### src/rtl/character_state_controller_pkg.sv
// -----------------------------------------------------------------------------
// character_state_controller_pkg
// Shared definitions for the character movement controller and the downstream
// display-state block: state encoding, default physics constants and a small
// clamp helper used to form the launch velocity.
// -----------------------------------------------------------------------------
package character_state_controller_pkg;

  // Character state encoding (3 bits, also decoded by the display block)
  typedef enum logic [2:0] {
    ST_IDLE           = 3'd0,
    ST_LEFT           = 3'd1,
    ST_RIGHT          = 3'd2,
    ST_CHARGE         = 3'd3,
    ST_JUMP           = 3'd4,
    ST_COLLISION      = 3'd5,
    ST_FALL_TO_GROUND = 3'd6,
    ST_HOLD           = 3'd7
  } char_state_e;

  // Default physics constants
  localparam int DEF_SIGNED_PHY_WIDTH = 17;
  localparam int DEF_MAX_VEL_Y        = 10;
  localparam int DEF_GRAVITY          = 1;
  localparam int DEF_WALK_VEL         = 2;
  localparam int DEF_JUMP_VEL_X       = 3;
  localparam int DEF_MAX_CHARGE       = 40;
  localparam int DEF_CHARGE_SHIFT     = 2;

  // Clamp a non-negative magnitude into [lo, hi]
  function automatic int unsigned clamp_launch(input int unsigned raw,
                                               input int unsigned lo,
                                               input int unsigned hi);
    int unsigned res;
    if (raw < lo) begin
      res = lo;
    end else if (raw > hi) begin
      res = hi;
    end else begin
      res = raw;
    end
    return res;
  endfunction

endpackage

### src/rtl/character_state_controller_vel_integrator.sv
// -----------------------------------------------------------------------------
// character_vel_integrator
// Combinational vertical-velocity step: subtracts GRAVITY from vel_y and
// saturates at -MAX_VEL_Y so the result never wraps. The owning controller
// registers the result.
// Ports:
//   vel_y      in  W signed  current vertical velocity
//   vel_y_next out W signed  velocity after one airborne tick
// -----------------------------------------------------------------------------
module character_vel_integrator #(
  parameter int SIGNED_PHY_WIDTH = 17,
  parameter int MAX_VEL_Y        = 10,
  parameter int GRAVITY          = 1
) (
  input  logic signed [SIGNED_PHY_WIDTH-1:0] vel_y,
  output logic signed [SIGNED_PHY_WIDTH-1:0] vel_y_next
);

  localparam logic signed [SIGNED_PHY_WIDTH-1:0] GRAV_S  = SIGNED_PHY_WIDTH'(GRAVITY);
  localparam logic signed [SIGNED_PHY_WIDTH-1:0] FLOOR_S = -SIGNED_PHY_WIDTH'(MAX_VEL_Y);

  logic signed [SIGNED_PHY_WIDTH-1:0] diff;

  // Apply gravity and clamp to the terminal fall velocity
  always_comb begin
    diff = vel_y - GRAV_S;
    if (diff < FLOOR_S) begin
      vel_y_next = FLOOR_S;
    end else begin
      vel_y_next = diff;
    end
  end

endmodule

### src/rtl/character_state_controller.sv
// -----------------------------------------------------------------------------
// character_state_controller
// Platformer character movement FSM. Inputs are registered once; state and
// velocities advance only on sys_clk edges where the registered physics tick
// is high. Outputs come straight from flops.
// Ports:
//   sys_clk, sys_rst_n          clock, asynchronous active-low reset
//   character_clk               one-cycle physics tick strobe
//   btn_left/btn_right/btn_jump debounced buttons, active high
//   on_ground, hit_wall         collision sensing
//   char_state                  current state (see char_state_e)
//   vel_x, vel_y                signed velocities, +x right, +y up
//   facing                      0 = left, 1 = right
// -----------------------------------------------------------------------------
module character_state_controller
  import character_state_controller_pkg::*;
#(
  parameter int SIGNED_PHY_WIDTH = DEF_SIGNED_PHY_WIDTH,
  parameter int MAX_VEL_Y        = DEF_MAX_VEL_Y,
  parameter int GRAVITY          = DEF_GRAVITY,
  parameter int WALK_VEL         = DEF_WALK_VEL,
  parameter int JUMP_VEL_X       = DEF_JUMP_VEL_X,
  parameter int MAX_CHARGE       = DEF_MAX_CHARGE,
  parameter int CHARGE_SHIFT     = DEF_CHARGE_SHIFT
) (
  input  logic                               sys_clk,
  input  logic                               sys_rst_n,
  input  logic                               character_clk,
  input  logic                               btn_left,
  input  logic                               btn_right,
  input  logic                               btn_jump,
  input  logic                               on_ground,
  input  logic                               hit_wall,
  output logic [2:0]                         char_state,
  output logic signed [SIGNED_PHY_WIDTH-1:0] vel_x,
  output logic signed [SIGNED_PHY_WIDTH-1:0] vel_y,
  output logic                               facing
);

  localparam int W     = SIGNED_PHY_WIDTH;
  localparam int CNT_W = $clog2(MAX_CHARGE + 1);

  localparam logic signed [W-1:0] ZERO_S   = '0;
  localparam logic signed [W-1:0] WALK_S   = W'(WALK_VEL);
  localparam logic signed [W-1:0] JUMPX_S  = W'(JUMP_VEL_X);
  localparam logic [CNT_W-1:0]    CNT_MAX  = CNT_W'(MAX_CHARGE);
  localparam logic [CNT_W-1:0]    CNT_ONE  = CNT_W'(1);

  // Input synchronising stage
  logic tick_q, btn_left_q, btn_right_q, btn_jump_q, on_ground_q, hit_wall_q;

  // Architectural state
  char_state_e            state_q, state_d;
  logic signed [W-1:0]    vel_x_q, vel_x_d;
  logic signed [W-1:0]    vel_y_q, vel_y_d;
  logic                   facing_q, facing_d;
  logic [CNT_W-1:0]       charge_cnt_q, charge_cnt_d;

  logic                   go_left, go_right, landing;
  logic signed [W-1:0]    vel_y_grav;
  logic signed [W-1:0]    launch_vel;

  character_vel_integrator #(
    .SIGNED_PHY_WIDTH (W),
    .MAX_VEL_Y        (MAX_VEL_Y),
    .GRAVITY          (GRAVITY)
  ) u_vel_integrator (
    .vel_y      (vel_y_q),
    .vel_y_next (vel_y_grav)
  );

  // Both directions pressed cancel out; landing needs ground and no upward motion
  always_comb begin
    go_left    = btn_left_q & ~btn_right_q;
    go_right   = btn_right_q & ~btn_left_q;
    landing    = on_ground_q & (vel_y_q <= ZERO_S);
    launch_vel = W'(clamp_launch(int'(charge_cnt_q >> CHARGE_SHIFT), 32'd1,
                                 MAX_VEL_Y));
  end

  // Next-state and velocity computation, evaluated only on a physics tick
  always_comb begin
    state_d      = state_q;
    vel_x_d      = vel_x_q;
    vel_y_d      = vel_y_q;
    facing_d     = facing_q;
    charge_cnt_d = charge_cnt_q;
    if (tick_q) begin
      case (state_q)
        ST_IDLE, ST_LEFT, ST_RIGHT: begin
          vel_y_d = ZERO_S;
          if (!on_ground_q) begin
            // Walked off an edge: start falling from rest
            state_d = ST_JUMP;
            vel_x_d = ZERO_S;
          end else if (btn_jump_q) begin
            state_d      = ST_CHARGE;
            vel_x_d      = ZERO_S;
            charge_cnt_d = CNT_ONE;
          end else if (go_left) begin
            state_d  = ST_LEFT;
            vel_x_d  = -WALK_S;
            facing_d = 1'b0;
          end else if (go_right) begin
            state_d  = ST_RIGHT;
            vel_x_d  = WALK_S;
            facing_d = 1'b1;
          end else begin
            state_d = ST_IDLE;
            vel_x_d = ZERO_S;
          end
        end
        ST_CHARGE: begin
          vel_x_d = ZERO_S;
          if (!btn_jump_q || (charge_cnt_q == CNT_MAX)) begin
            state_d      = ST_JUMP;
            vel_y_d      = launch_vel;
            charge_cnt_d = '0;
            if (go_left) begin
              vel_x_d  = -JUMPX_S;
              facing_d = 1'b0;
            end else if (go_right) begin
              vel_x_d  = JUMPX_S;
              facing_d = 1'b1;
            end else begin
              vel_x_d = ZERO_S;
            end
          end else begin
            charge_cnt_d = charge_cnt_q + CNT_ONE;
          end
        end
        ST_JUMP: begin
          vel_y_d = vel_y_grav;
          if (landing) begin
            // Landing wins over a simultaneous wall hit
            state_d = ST_FALL_TO_GROUND;
            vel_x_d = ZERO_S;
          end else if (hit_wall_q) begin
            // Bounce is applied on entry so COLLISION shows the reversed motion
            state_d  = ST_COLLISION;
            vel_x_d  = -vel_x_q;
            facing_d = ~facing_q;
          end else begin
            state_d = ST_JUMP;
          end
        end
        ST_COLLISION: begin
          vel_y_d = vel_y_grav;
          if (landing) begin
            state_d = ST_FALL_TO_GROUND;
            vel_x_d = ZERO_S;
          end else begin
            state_d = ST_JUMP;
          end
        end
        ST_FALL_TO_GROUND: begin
          vel_x_d = ZERO_S;
          vel_y_d = ZERO_S;
          if (btn_jump_q) begin
            state_d = ST_HOLD;
          end else begin
            state_d = ST_IDLE;
          end
        end
        ST_HOLD: begin
          vel_x_d = ZERO_S;
          vel_y_d = ZERO_S;
          if (btn_jump_q) begin
            state_d = ST_HOLD;
          end else begin
            state_d = ST_IDLE;
          end
        end
        default: begin
          state_d      = ST_IDLE;
          vel_x_d      = ZERO_S;
          vel_y_d      = ZERO_S;
          charge_cnt_d = '0;
        end
      endcase
    end else begin
      state_d = state_q;
    end
  end

  // Input register stage and FSM/velocity state flops
  always_ff @(posedge sys_clk or negedge sys_rst_n) begin
    if (!sys_rst_n) begin
      tick_q       <= 1'b0;
      btn_left_q   <= 1'b0;
      btn_right_q  <= 1'b0;
      btn_jump_q   <= 1'b0;
      on_ground_q  <= 1'b0;
      hit_wall_q   <= 1'b0;
      state_q      <= ST_IDLE;
      vel_x_q      <= '0;
      vel_y_q      <= '0;
      facing_q     <= 1'b1;
      charge_cnt_q <= '0;
    end else begin
      tick_q       <= character_clk;
      btn_left_q   <= btn_left;
      btn_right_q  <= btn_right;
      btn_jump_q   <= btn_jump;
      on_ground_q  <= on_ground;
      hit_wall_q   <= hit_wall;
      state_q      <= state_d;
      vel_x_q      <= vel_x_d;
      vel_y_q      <= vel_y_d;
      facing_q     <= facing_d;
      charge_cnt_q <= charge_cnt_d;
    end
  end

  assign char_state = state_q;
  assign vel_x      = vel_x_q;
  assign vel_y      = vel_y_q;
  assign facing     = facing_q;

endmodule

### config.mk
export PLATFORM = sky130hd
export DESIGN_NAME = character_state_controller
export DESIGN_NICKNAME = d
export VERILOG_FILES = /design/src/rtl/character_state_controller_pkg.sv /design/src/rtl/character_state_controller_vel_integrator.sv /design/src/rtl/character_state_controller.sv
export SDC_FILE = /design/constraint.sdc
export NUM_CORES = 1
export LEC_CHECK = 0
export ABC_AREA = 1
export CORE_ASPECT_RATIO = 1.25
export CORE_UTILIZATION = 45
export CTS_CLUSTER_DIAMETER = 60
export DETAILED_ROUTE_END_ITERATION = 10
export GPL_TIMING_DRIVEN = 1
export PLACE_DENSITY = 0.65
export SYNTH_ARGS = -nofsm -noshare
export SYNTH_HDL_FRONTEND = slang
export SYNTH_SLANG_ARGS = --single-unit
### constraint.sdc
create_clock -name sys_clk -period 6.6 [get_ports sys_clk]
set_clock_uncertainty 0.2 [all_clocks]
set_input_delay 0.66 -clock sys_clk [delete_from_list [all_inputs] [get_ports sys_clk]]
set_output_delay 0.66 -clock sys_clk [all_outputs]
set_load 0.01 [all_outputs]
==> flow_metrics.py, run 1 <==
metrics = {
    "global_routing": {
        "grt_util_met2": 0.424,
        "antenna_found_initial": 0,
        "grt_busiest_layer": "met2",
        "overflow": 0,
        "grt_pass1_wl_mm": 15.0,
        "grt_use_total": 0.240,
        "grt_pass1_vias": 3351,
        "grt_max_degree": 51,
        "grtUsageMet3": 0.0352,
        "use_met1": 0.287,
    },
    "routing": {
        "drtIter0Drc": 151,
        "vias_per_cell": 5.26,
        "finalWirelength_mm": 8.68,
        "drcViolationCount": 0,
        "drtPass1Iterations": 5,
        "drtAntennaViolNets": 0,
        "vias": 3390,
        "wl_per_cell_um": 13.5,
    },
    "setup_path": {
        "crit_family": "simple AND/OR/NAND/NOR gates",
        "cp_num_cells": 13,
        "slowest_stage": "ha_1",
        "cp_num_buf_inv": 1,
        "cpMostUsedCell": "nand2_1",
        "cp_max_fo": 11,
        "worstReg2RegEnd": "vel_y[3]",
        "ff2ff_path_depth": 13,
        "crit_type": "flop to flop",
        "worstSetupEndpointType": "flop",
        "r2r_start": "vel_y[2]",
        "crit_path_end": "vel_y[3]",
        "crit_start": "vel_y[2]",
        "crit_arrival_ps": 2950,
        "cp_slowest_stage_delay_ps": 500,
        "cp-start-kind": "flop",
        "reg2reg_slack_ps": 3640,
        "crit_required_ps": 6590,
        "crit_chain": "nor2_1 > nand2_1 > nor2_2 > xor2_1 > nand2_1 > nor2_1 > nand4_1 > ha_1 > inv_1 > nand3_1 > o21ai_0 > nand2_1 > o21ai_0",
    },
    "sta": {
        "min_period_ps": 2960,
        "setup_tns_ps": 0,
        "finalWorstSetupSlack_ps": 3640,
        "relSlewSlack": 0.536,
        "min_period_over_period": 0.448,
        "hold_violations": 0,
        "worst_slew_pin_slew_ps": 694,
        "slew_viol_final": 0,
        "setup_violations": 0,
        "rsz0062_at_grt": "no",
        "timing.hold.ws_ps": 247,
        "fmax_ghz": 0.338,
    },
    "layout": {
        "diodes": 0,
        "nFillCells": 695,
        "fin_nets": 568,
        "drive_gt1_frac": 0.0560,
        "layout.area.seq_mm2": 0.00125,
        "multiInputGateArea_mm2": 0.00183,
        "synthToLayoutAreaGrowth_pct": 18.4,
        "final_cells": 644,
    },
    "min_path": {
        "min_path_type": "input pin to asynchronous set/reset pin",
    },
    "power_and_ir_drop": {
        "clockPowerShare": 0.106,
        "p_int_mw": 1.05,
        "power_density_mw_per_mm2": 527,
        "p_seq_frac": 0.254,
        "p_switching_mw": 1.06,
        "p_comb_frac": 0.640,
        "vdd_drop_max_v": 0.000351,
        "switching_share": 0.502,
        "p_leak_nw": 2.02,
    },
    "synthesis": {
        "ys_top_cells_by_area": "dfrtp_1 36%, nand2_1 18%, nor2_1 7.1%",
        "yosysTopAreaCell": "dfrtp_1",
        "synth_edf_count": 0,
        "synthFlopType": "dfrtp_1",
        "synthCells": 508,
        "syn_area_mm2": 0.00338,
        "synth_fp_nets": 523,
        "synth.distinct_cells": 35,
        "syn_area_per_cell_um2": 6.66,
        "yosysSeqAreaShare": 0.370,
        "postSynth.asyncResetShare": 1.00,
        "synth_top_area_frac": 0.363,
        "ys.warnings.count": 0,
        "ys_seq_elements": 50,
    },
    "floorplan": {
        "die_x_um": 79.5,
        "initial_core_util": 0.476,
        "ios": 46,
        "rows": 34,
        "dieArea_mm2": 0.00787,
        "core_area_mm2": 0.00710,
        "fp.dieH_um": 98.9,
    },
    "clock_tree": {
        "cts_tree": "built",
        "numCtsBuffers": 5,
        "cts.clk_slew.worst_paths_ps": 100,
        "root_buffer": "clkbuf_8",
        "clock_sinks": 50,
        "worstSkewPairLatency_ps": 310,
        "cts.htree.levels": 2,
        "cts.hold.buffers_added": 0,
        "clock_path_buffers": 2,
        "post_cts_buffers": 0,
        "post_cts_resize_count": 0,
    },
    "outcome": {
        "status": "complete, no violations",
    },
    "placement": {
        "dp_cells": 636,
        "dpl.hpwl_mm": 6.26,
        "dp_slack_ps": 3700,
        "portBuffers": 45,
        "place.gp.congestion": 0.886,
    },
    "run": {
        "drv_cap": 0,
    },
}
==> sequential cells by signal, summed over array words and instances (netlist names) <==
register	cells
vel_y	17
vel_x	17
char_state	3
tick_q	1
btn_jump_q	1
btn_right_q	1
facing	1
btn_left_q	1
hit_wall_q	1
charge_cnt_q	6
on_ground_q	1
==> stage by stage <==
stage / area, um2 / util / power [mW]
floorplan: 3380 / - / 1.48
global placement: 3890 / 0.548 / 1.86
detailed placement: 3890 / 0.548 / 1.88
CTS: 4000 / 0.564 / 2.11
global route: 4000 / 0.564 / 2.33
finish: 4000 / 0.564 / 2.11
==> power groups by stage <==
| stage | registers (mW) | clock network (mW) | logic [mW] |
|---|---|---|---|
| after global routing | 0.554 | 0.241 | 1.54 |
| after floorplan | 0.549 | 0 | 0.933 |
| after CTS | 0.538 | 0.230 | 1.34 |
| after global placement | 0.540 | 0 | 1.32 |
| after detailed placement | 0.543 | 0 | 1.33 |
| final | 0.536 | 0.224 | 1.35 |
==> synthesized netlist by cell type (5+ instances only) <==
master / count
a21oi_1: 10
dfrtp_1: 49
ha_1: 7
inv_1: 62
nand2_1: 164
nand2_2: 7
nand3_1: 40
nand3b_1: 5
nand4_1: 7
nor2_1: 64
o21ai_0: 41
xor2_1: 8
==> cell usage in the layout (no fill, tap or decap), types with 2 or more instances in the layout <==
cell / count
nand3b_1: 5
nor2_2: 4
dfrtp_1: 49
nand2_1: 164
xnor2_1: 2
clkdlybuf4s50_1: 44
o21ai_0: 41
nor2_4: 4
inv_1: 62
o221ai_1: 2
nand4_1: 7
clkbuf_8: 5
clkinv_2: 2
nor2_1: 64
nand3_1: 40
nor3_1: 4
nand2_2: 7
inv_2: 3
xor2_1: 8
ha_1: 7
o211ai_1: 2
a21oi_1: 10
o22ai_1: 4
==> kinds of logic (layout without fill, tap and decap cells) <==
logic type,count (synthesis),count (layout),share of synthesized area
simple gates,301,301,0.381
buf+inv,74,120,0.0885
compound gates,66,66,0.108
flops,50,50,0.370
xor+xnor,10,10,0.0259
fa+ha+maj,7,7,0.0259
==> layer usage <==
layer | share of wire | routed length, um
met1 | 0.43 | 3750
met2 | 0.51 | 4400
met3 | 0.038 | 330
met4 | 0.023 | 199
met5 | 0 | 0
==> how the worst min path moves through the flow <==
stage / from / end / slack, ps / depth (start not counted)
2_1_floorplan: sys_rst_n / btn_jump_q / 160 / 0
3_3_place_gp: facing / facing / 290 / 2
3_5_place_dp: facing / facing / 290 / 2
4_1_cts: sys_rst_n / char_state[2] / 280 / 2
5_1_grt: facing / facing / 310 / 2
6_report: sys_rst_n / charge_cnt_q[5] / 250 / 2
==> area by class of cell <==
class	instances	share of cell area
Clock inverter	3	0.0100
Sequential cell	50	0.313
Clock buffer	5	0.0172
Timing Repair Buffer	46	0.113
Inverter	66	0.0619
Tap cell	90	0.0281
Multi-Input combinational cell	384	0.457
Power figures use the tool's default switching activity.
==> run 2: changes to the inputs <==
Settings changed: PLACE_DENSITY 0.65 to 0.67.
Clock period 6.6 ns to 2.5 ns, I/O delays scaled along.
==> run 2 against run 1 <==
Compared with the run above:
- non-clock buffer count is 26 higher
- final cell count is 4.0% higher
- sequential power grew to 2.6 times the previous value
- setup slack worse by 3600 ps
- largest cell class unchanged
- critical path depth is 1 higher
- power grew to 3.0 times the previous value
- first-iteration DRC count is 7.9% higher
- via count is 1.1% higher
- sequential cell count stayed put
- utilization is 4.5 points higher
- sequential share of layout area is 2.3 points lower
==> flow_metrics.py, run 2 (synthesis gave the netlist of run 1 again) <==
metrics = {
    "sta": {
        "slew_viol_final": 0,
        "worst_slew_pin_slew_ps": 532,
        "setup_violations": 0,
        "setup_tns_ps": 0,
        "rsz0062_at_grt": "yes",
        "min_period_ps": 2440,
        "fmax_ghz": 0.410,
        "relSlewSlack": 0.645,
        "min_period_over_period": 0.977,
        "hold_violations": 0,
    },
    "layout": {
        "utilization": 0.608,
        "synthToLayoutAreaGrowth_pct": 27.9,
        "final_cell_mix": "160 x nand2_1, 63 x nor2_1, 59 x inv_1, 48 x dfrtp_1, 44 x clkdlybuf4s50_1",
        "drive_gt1_frac": 0.128,
        "layout_commonest_cell": "nand2_1",
        "fin_nets": 594,
        "diodes": 0,
    },
    "clock_tree": {
        "root_buffer": "clkbuf_8",
        "cts_tree": "built",
        "cts.clk_slew.worst_paths_ps": 100,
        "clock_path_buffers": 2,
        "clock_sinks": 50,
        "cts.htree.levels": 2,
        "numCtsBuffers": 5,
        "worstSkewPairLatency_ps": 310,
    },
    "routing": {
        "vias": 3426,
        "drtAntennaViolNets": 0,
        "vias_per_cell": 5.11,
        "drtPass1Iterations": 4,
        "wl_per_cell_um": 12.9,
        "drtIter0Drc": 163,
        "drcViolationCount": 0,
        "finalWirelength_mm": 8.65,
    },
    "min_path": {
        "min_path_type": "input pin to flop",
    },
    "floorplan": {
        "initial_core_util": 0.476,
        "ios": 46,
        "fp.dieH_um": 98.9,
        "rows": 34,
        "dieArea_mm2": 0.00787,
        "core_area_mm2": 0.00710,
        "die_x_um": 79.5,
    },
    "power_and_ir_drop": {
        "p_switching_mw": 3.02,
        "switching_share": 0.480,
        "p_int_mw": 3.27,
        "vdd_drop_max_v": 0.000775,
        "p_total_mw": 6.28,
        "p_leak_nw": 2.17,
        "p_seq_frac": 0.221,
        "clockPowerShare": 0.093,
        "p_comb_frac": 0.686,
        "power_density_mw_per_mm2": 1450,
    },
    "placement": {
        "dpl.hpwl_mm": 6.50,
        "portBuffers": 45,
        "place.gp.congestion": 0.918,
    },
    "global_routing": {
        "grt_max_degree": 29,
        "antenna_found_initial": 0,
        "grt_use_total": 0.241,
        "overflow": 0,
        "grt_pass1_wl_mm": 15.0,
        "grt_pass1_vias": 3279,
    },
    "setup_path": {
        "crit_required_ps": 2540,
        "crit_chain": "buf_6 > nor2_4 > nand2_4 > nor2_4 > nand3_2 > nand2_2 > nand2_1 > nor2_1 > nand4_1 > ha_4 > inv_4 > a21oi_1 > o21ai_1 > o21ai_0",
        "worstSetupEndpointType": "flop",
        "slowest_stage": "dfrtp_1",
        "cp_num_buf_inv": 2,
        "cpMostUsedCell": "nor2_4",
        "crit_type": "flop to flop",
        "crit_arrival_ps": 2480,
        "cp_max_fo": 6,
        "crit_family": "simple AND/OR/NAND/NOR gates",
        "cp-start-kind": "flop",
        "cp_slowest_stage_delay_ps": 410,
    },
    "run": {
        "drv_cap": 0,
    },
    "outcome": {
        "status": "complete, no violations",
    },
}
-- run 2: cell types whose count changed in the layout (fill, tap and decap cells not counted), sizes merged --
cell,change
buf,+25
inv,+1
clkinv,-1
dlygate4sd3,+1
-- run 2: power groups by stage --
stage | Clock (mW) | Sequential (mW) | Combinational [mW]
after floorplan | 0 | 1.45 | 2.46
after global placement | 0 | 1.39 | 3.83
after detailed placement | 0 | 1.40 | 3.87
after CTS | 0.615 | 1.39 | 4.01
after global routing | 0.642 | 1.44 | 4.87
final | 0.584 | 1.39 | 4.31
-- run 2: what timing repair did --
item,in CTS,in global routing
hold buffers,1,0
hold endpoints to repair,22,0
gates resized for setup,12,32
buffers inserted,1,4
pin swaps,7,11
setup endpoints to repair,16,16
-- run 2: stage by stage --
stage | hold WS (ps) | cell area [um2] | setup WS [ps] | std cells
2_1_floorplan | -246 | 3380 | 68.1 | 508
3_3_place_gp | 64.5 | 4060 | -62.2 | 656
3_5_place_dp | 62.4 | 4060 | -130 | 656
4_1_cts | 161 | 4220 | 0.858 | 666
5_1_grt | 163 | 4320 | -84.5 | 670
6_report | 176 | 4320 | 58.6 | 670
-- run 2: worst paths after layout --
path                       slack, ps  cells past startpoint  endpoint           from
max                               60                     14  vel_y[1]       vel_y[3]
min                              180                      1    tick_q  character_clk
max reg2reg                       60                     14  vel_y[1]       vel_y[3]
min reg2reg                      290                      2    facing         facing
max in group asynchronous       1230                      3    facing      sys_rst_n
min in group asynchronous        240                      2  vel_y[3]      sys_rst_n
-- run 2: cell type report --
cell class / count / area (um2)
Timing Repair Buffer: 72 / 682
Clock buffer: 5 / 68.8
Inverter: 66 / 250
Multi-Input combinational cell: 384 / 1910
Sequential cell: 50 / 1250
Clock inverter: 3 / 43.8
Fill cell: 670 / 2780
Tap cell: 90 / 113
-- run 2: layer usage --
layer | share of wire | wire length, um | global-route usage | up-vias
li1 | - | - | - | 1756
met1 | 0.44 | 3800 | 0.305 | 1585
met2 | 0.52 | 4460 | 0.419 | 74
met3 | 0.032 | 280 | 0.0278 | 11
met4 | 0.014 | 117 | 0.0853 | 0
met5 | 0 | 0 | 0 | -
